## config.mk

```make
export PLATFORM = sky130hd
export DESIGN_NAME = mod_n_counter
export DESIGN_NICKNAME = d
export VERILOG_FILES = /design/src/rtl/mod_n_counter.sv
export SDC_FILE = /design/constraint.sdc
export NUM_CORES = 1
export LEC_CHECK = 0
export ABC_AREA = 1
export CAP_MARGIN = 20
export CORE_AREA = 3 3 40 42
export DETAILED_ROUTE_END_ITERATION = 12
export DIE_AREA = 0 0 43 45
export SYNTH_ARGS = -nofsm -noshare
export SYNTH_HDL_FRONTEND = slang
export SYNTH_SLANG_ARGS = --single-unit
```

## constraint.sdc

```tcl
create_clock -name clk_sig -period 1.34 [get_ports clk_sig]
set_input_delay 0.268 -clock clk_sig [delete_from_list [all_inputs] [get_ports clk_sig]]
set_output_delay 0.268 -clock clk_sig [all_outputs]
set_load 0.05 [all_outputs]
```

## src/rtl/mod_n_counter.sv

```systemverilog
// Free-running modulo-NUM up-counter: counts 0..NUM-1 and wraps to 0.
// Supplies the phase/index count for symbol, sample and carrier-table sequencing.
module mod_n_counter #(
    parameter  int NUM = 16,
    localparam int W   = $clog2(NUM - 1)
) (
    input  logic         clk_sig,
    input  logic         reset_sig,
    output logic [W-1:0] counter_sig
);

    // NUM-1 must fit in W bits, so it may not be a power of two.
    if (NUM < 4) begin : g_num_too_small
        $fatal(1, "mod_n_counter: NUM (%0d) must be at least 4", NUM);
    end
    if (((NUM - 1) & (NUM - 2)) == 0) begin : g_num_minus_one_pow2
        $fatal(1, "mod_n_counter: NUM-1 (%0d) must not be a power of two", NUM - 1);
    end

    localparam logic [W-1:0] LAST = W'(NUM - 1);

    // Power-up value lets the counter run even if reset is never asserted.
    logic [W-1:0] count = '0;

    always_ff @(posedge clk_sig) begin
        if (reset_sig) begin
            count <= '0;
        end else if (count == LAST) begin
            count <= '0;
        end else begin
            count <= count + W'(1);
        end
    end

    assign counter_sig = count;

endmodule

```

==> After elaboration in Yosys (flattened, before gate mapping) <==
Cells that the tools add are included.
{ "op_classes": {"order_cmp": 0, "n_mul": 0, "n_eq_ne": 1, "reduce_logical": 1, "n_shift": 0, "n_mux": 0, "n_bitwise": 0, "div": 0, "n_addsub": 1} }
{ "op_table": {"columns": ["cell", "count"], "rows": [
  ["$add 4x1->4 const B", 1],
  ["$eq 4x4->1 const B", 1],
  ["$reduce_or 2->1", 1]
]} }
{ "totals": {"register_bits": 4, "ramBits": 0, "out_inout_bits": 4, "mem_bits_ro": 0, "latch_bits": 0, "inputBits": 2, "memories": 0, "elab_cells": 4} }

==> Depth between registers and ports, before layout <==
Gate-level depths: netlist of run 1.
{ "depth": {"depth_word": 2, "mapped_depth": 4, "ltp_nobuf": 4} }

==> Worst setup path after synthesis of run 1 <==
OpenSTA, ideal clock, no wires.
{ "synth_path": {"path_kind": "reg-to-reg", "start": "register count[0], in the netlist counter_sig[0]", "end": "register count[0], in the netlist counter_sig[0]", "arrival_time_ns": 1.183, "setup_ns": 0.140, "n_path_buf": 0, "path_stages_with_launch": 5, "synth_period_minus_slack_ns": 1.323, "slack_ns": 0.017, "t_required_ns": 1.200, "path_cell_list": "dfxtp_1 ha_1 nand2_1 o21bai_2 nor2_1"} }
{ "synth_via": {"elab_chain_len": 2, "word_cells_on_any_way": 3, "classes_between": "add/sub: 1; eq/ne: 1; reduce/logical: 1"} }
{ "synth_lines": {"columns": ["item", "line", "rtl"], "rows": [
  ["start: declaration", "23", "logic [W-1:0] count = '0;"],
  ["start signal: assignment", "31", "count <= count + W'(1);"],
  ["parallel branches: the longest is 2 deep, another holds $add 4x1->4", null, null]
]} }
Parallel ways; which one is timed is not known.
A chain may end at the register's enable or synchronous reset.

==> Worst setup path after layout of run 1 <==
{ "layout_path": {"start": "register count[0], in the netlist counter_sig[0]", "end": "output counter_sig[0]"} }
{ "layout_rtl": {"columns": ["item", "line", "rtl"], "rows": [
  ["end: declaration", "9", "output logic [W-1:0] counter_sig"]
]} }
No word-level cell between the ends.

==> results.json, run 1 <==
{
  "syn-num-nets": 20,
  "clockRootBuffer": "clkbuf_4",
  "drv_cap": 0,
  "antennaDiodeCount": 0,
  "synth-seq-cells": 4,
  "grt_pass1_wl_um": 586,
  "gr-total-overflow": 0,
  "cp-end-kind": "output pin",
  "grt_max_degree": 6,
  "power.density_nw_per_um2": 1240,
  "rsz0062_at_grt": "no",
  "final_antenna_net_count": 0,
  "hold_class": "flip-flop to flip-flop",
  "critical_path_class": "flip-flop to output pin",
  "yosys_warnings": 0,
  "path_clk_slew_ns": 0.04,
  "holdBufCountCts": 0,
  "routed_wl_um": 313,
  "clkLatencyLatePin_ns": 0.23,
  "wl_met1_um": 129,
  "status": "finished clean",
  "syn_to_final_growth_pct": 90.2,
  "wire_per_inst_um": 7.63,
  "hold_viol_final": 0,
  "drive_above_1_share": 0.346,
  "cts_max_level": 1,
  "slew_headroom": 0.858,
  "syn_inst": 17,
  "post_cts_buffers": 0,
  "maxSlewViolCount": 0,
  "dieHeight_um": 45,
  "fin_worst_skew_ns": 0.00123,
  "cpPeakStageDelay_ns": 0.33,
  "drt_iter0_drc": 3,
  "rows": 13,
  "via_count": 141,
  "grt.total_usage": 0.0492,
  "drcViolationCount": 0,
  "critical_path_required_ns": 1.07,
  "fin_crit_sh": 0.822,
  "fin_setup_tns_ns": 0,
  "fmax_ghz": 0.907,
  "synth_cell_types": 10,
  "grt_pass1_vias": 150,
  "die_x_um": 43,
  "worstPathArrival_ns": 0.83,
  "vdd_drop_max_mv": 0.180,
  "timing.hold.ws_ns": 0.509,
  "setup_slack_ns": 0.238,
  "worstPathMaxFanout": 4,
  "synth_area_um2": 154,
  "route.met2.wl_um": 147,
  "cts_tree": "yes",
  "cp_slowest_cell": "dfxtp_1",
  "cp_cell_sequence": "buf_4, buf_12",
  "port_buffers": 5,
  "synth_area_leader_cell": "dfxtp_1",
  "top_layer_used": "met3",
  "dp_hpwl_um": 243,
  "ctsResizeCount": 0,
  "final-setup-viol-count": 0,
  "start_util": 0.120,
  "ios": 6,
  "firstDrtPassIters": 3,
  "critPathBufInv": 2,
  "ys_seq_area_frac": 0.520,
  "antenna_found_initial": 0,
  "pre_cts_ws_ns": 0.259,
  "postSynthAreaPerCell_um2": 9.05,
  "fillers": 148,
  "route.met3.wl_um": 35,
  "synth_top_area_share": 0.520,
  "synth.area.top_cells": "dfxtp_1 52%, ha_1 8.1%, nor2_1 7.3%",
  "largest_reg_flops": 4,
  "tritoncts_num_sinks": 4,
  "core_um2": 1280,
  "p_leak_nw": 0.116,
  "start_kind": "flip-flop",
  "die_area_um2": 1940,
  "gp_congestion": 0.575,
  "clock_path_buffers": 2,
  "vias_per_cell": 3.44,
  "cts_buffers": 3,
  "crit_family": "flip-flops",
  "nets": 31,
  "tightest_slew_ns": 0.213,
  "finalCriticalPeriod_ns": 1.10
}
-- final timing paths --
| check | slack, ns | cells past startpoint | startpoint | to |
|---|---|---|---|---|
| worst max-delay path | 0.24 | 2 | counter_sig[0] | counter_sig[0] |
| worst max register to register | 0.32 | 4 | counter_sig[1] | counter_sig[3] |
| worst min register to register | 0.51 | 2 | counter_sig[3] | counter_sig[3] |
| worst min-delay path | 0.51 | 2 | counter_sig[3] | counter_sig[3] |
-- worst min-delay path, stage by stage, from the launching register on --
cell and delay [ns]:
dfxtp_1 0.33, nand2_1 0.07, a21oi_1 0.05
-- metrics by stage --
stage,util,power [mW],area (um^2),std cells
after floorplan,-,0.174,154,17
after global placement,0.210,0.217,270,38
after detailed placement,0.210,0.218,270,38
after CTS,0.228,0.375,293,41
after global routing,0.228,0.393,293,41
final,0.228,0.363,293,41
-- cell usage after synthesis, drive strengths merged --
| cell | instances |
|---|---|
| dfxtp | 4 |
| nand2 | 2 |
| nor3b | 1 |
| o21bai | 1 |
| nand3 | 1 |
| nand4 | 1 |
| ha | 1 |
| inv | 2 |
| a21oi | 1 |
| nor2 | 3 |
-- layer usage --
layer | vias to the layer above | track usage
met5 | - | 0
met4 | 0 | 0.0723
met3 | 0 | 0.0359
met2 | 4 | 0.0569
met1 | 63 | 0.0459
li1 | 74 | -
-- final cells by class --
| type | instances | area [um^2] | area share |
|---|---|---|---|
| Sequential cell | 4 | 80.1 | 0.274 |
| Tap cell | 15 | 18.8 | 0.0641 |
| Clock buffer | 3 | 22.5 | 0.0769 |
| Inverter | 2 | 7.51 | 0.0256 |
| Multi-Input combinational cell | 11 | 66.3 | 0.226 |
| Timing Repair Buffer | 6 | 97.6 | 0.333 |
-- layout by cell type (no fill, tap or decap) --
cell type	instances
nand3_1	1
clkbuf_4	3
inv_1	2
nand2_1	2
ha_1	1
nor2_1	3
buf_12	4
nor3b_1	1
nand4_1	1
a21oi_1	1
dfxtp_1	4
clkdlybuf4s50_1	1
buf_4	1
o21bai_2	1
-- where the power goes --
group          internal, mW  switching, mW  leakage, nW
clock                 0.100         0.0480       0.0138
sequential            0.127        0.00955       0.0329
combinational        0.0389         0.0394       0.0691
-- cell families (layout without fill, tap and decap cells) --
family / count (synthesis) / after routing / synth area share
adder cells (fa/ha/maj): 1 / 1 / 0.0813
buffers and inverters: 2 / 11 / 0.0488
AND/OR/NAND/NOR: 8 / 8 / 0.244
flip-flops: 4 / 4 / 0.520
AO/OA/AOI/OAI: 2 / 2 / 0.106
Power figures use the tool's default switching activity.
==> run 2, diff against run 1 <==
- clock period: 1.34 -> 1.1 ns (I/O delays scaled with it)
==> run 2 against run 1 <==
- sequential share of layout area grew 1.2 points
- routed wire length down 8.6%
- die area stayed put
- hold slack got worse by 0.020 ns
- design area increased by 1.7%
- sequential power increased by 23%
- clock power rose by 18%
- via count down 3.5%
- worst setup slack got worse by 0.18 ns
- final cell count unchanged
- critical endpoint unchanged
- largest cell class unchanged
- highest routed layer unchanged
==> results.json, run 2 (same netlist as run 1, synthesis figures left out) <==
{
  "regArea_um2": 85.1,
  "fin_worst_skew_ns": 0.00164,
  "largest_reg_flops": 4,
  "rrSetupSlack_ns": 0.15,
  "wire_per_inst_um": 6.98,
  "cp_slowest_cell": "dfxtp_2",
  "syn_to_final_growth_pct": 93.5,
  "grt_pass1_vias": 130,
  "cts_buffers": 3,
  "routed_wl_um": 286,
  "fin_setup_tns_ns": 0,
  "fmax_ghz": 0.957,
  "cpPeakStageDelay_ns": 0.31,
  "dieHeight_um": 45,
  "hold_viol_final": 0,
  "holdBufCountCts": 0,
  "ctsResizeCount": 0,
  "ios": 6,
  "fin_util": 0.232,
  "slew_headroom": 0.886,
  "die_x_um": 43,
  "antenna_found_initial": 0,
  "vias_per_cell": 3.32,
  "crit_family": "flip-flops",
  "final_antenna_net_count": 0,
  "multiInputGateArea_um2": 66.3,
  "rows": 13,
  "tightest_slew_ns": 0.171,
  "antennaDiodeCount": 0,
  "hold_class": "flip-flop to flip-flop",
  "critical_path_class": "flip-flop to output pin",
  "grt.total_usage": 0.0450,
  "fillers": 138,
  "cp-end-kind": "output pin",
  "power.density_nw_per_um2": 1470,
  "nets": 31,
  "final_cell_mix": "4 x dfxtp_2, 4 x buf_12, 3 x nor2_1, 3 x clkbuf_4",
  "drt_iter0_drc": 9,
  "grt_max_degree": 6,
  "start_kind": "flip-flop",
  "clkLatencyLatePin_ns": 0.23,
  "gp_congestion": 0.636,
  "core_um2": 1280,
  "cts_max_level": 1,
  "p_leak_nw": 0.117,
  "worstPathArrival_ns": 0.83,
  "maxSlewViolCount": 0,
  "cts_tree": "yes",
  "tritoncts_num_sinks": 4,
  "drcViolationCount": 0,
  "clock_path_buffers": 2,
  "report.power.total_mw": 0.437,
  "gr-total-overflow": 0,
  "vdd_drop_max_mv": 0.344,
  "critPathBufInv": 2,
  "start_util": 0.120,
  "post_cts_buffers": 0,
  "final-setup-viol-count": 0,
  "rsz0062_at_grt": "no",
  "via_count": 136,
  "path_clk_slew_ns": 0.04,
  "fin_crit_sh": 0.950,
  "clockRootBuffer": "clkbuf_4",
  "die_area_um2": 1940,
  "drv_cap": 0,
  "port_buffers": 5,
  "cp_cell_sequence": "buf_4, buf_12",
  "drive_above_1_share": 0.500,
  "status": "finished clean",
  "finalCriticalPeriod_ns": 1.05,
  "grt_pass1_wl_um": 531,
  "firstDrtPassIters": 4,
  "worstPathMaxFanout": 4,
  "critical_path_required_ns": 0.88
}
==> run 2: path summary, 6_finish.rpt <==
check / start / to / depth (start not counted)
worst max-delay path: counter_sig[0] / counter_sig[0] / 2
worst max register to register: counter_sig[1] / counter_sig[0] / 4
worst min register to register: counter_sig[3] / counter_sig[3] / 2
worst min-delay path: counter_sig[3] / counter_sig[3] / 2
==> run 2: stage by stage <==
stage	instance area, um^2	hold WS, ns	instances	worst slack (ns)
final	298	0.489	41	0.0548
after global routing	298	0.515	41	0.0215
after CTS	298	0.489	41	0.0414
after detailed placement	275	0.484	38	0.0627
after global placement	275	0.478	38	0.0572
after floorplan	159	0.289	17	0.00397
==> run 2: power by group <==
part	total, mW	internal, mW	switching (mW)
combinational	0.0948	0.0475	0.0473
clock	0.174	0.122	0.0525
sequential	0.169	0.157	0.0115
==> run 2: worst reg2reg max path, delay by kind of cell, from the launching register on <==
kind	cells	cell delay, ns
and+or+nand+nor	2	0.13
AOI/OAI and AO/OA	1	0.17
DFF	1	0.36
adders and majority gates	1	0.17
==> run 2: metal layers <==
layer  routed length, um  GRT usage
met1                 131     0.0386
met2                 118     0.0509
met3                  36     0.0359
met4                   0     0.0723
met5                   0          0
==> run 2: layout make-up <==
class                      count  share of cell area
clock buffer                   3              0.0756
sequential                     4               0.286
inverter                       2              0.0252
timing repair buffer           6               0.328
multi-input combinational     11               0.223
tap                           15              0.0630
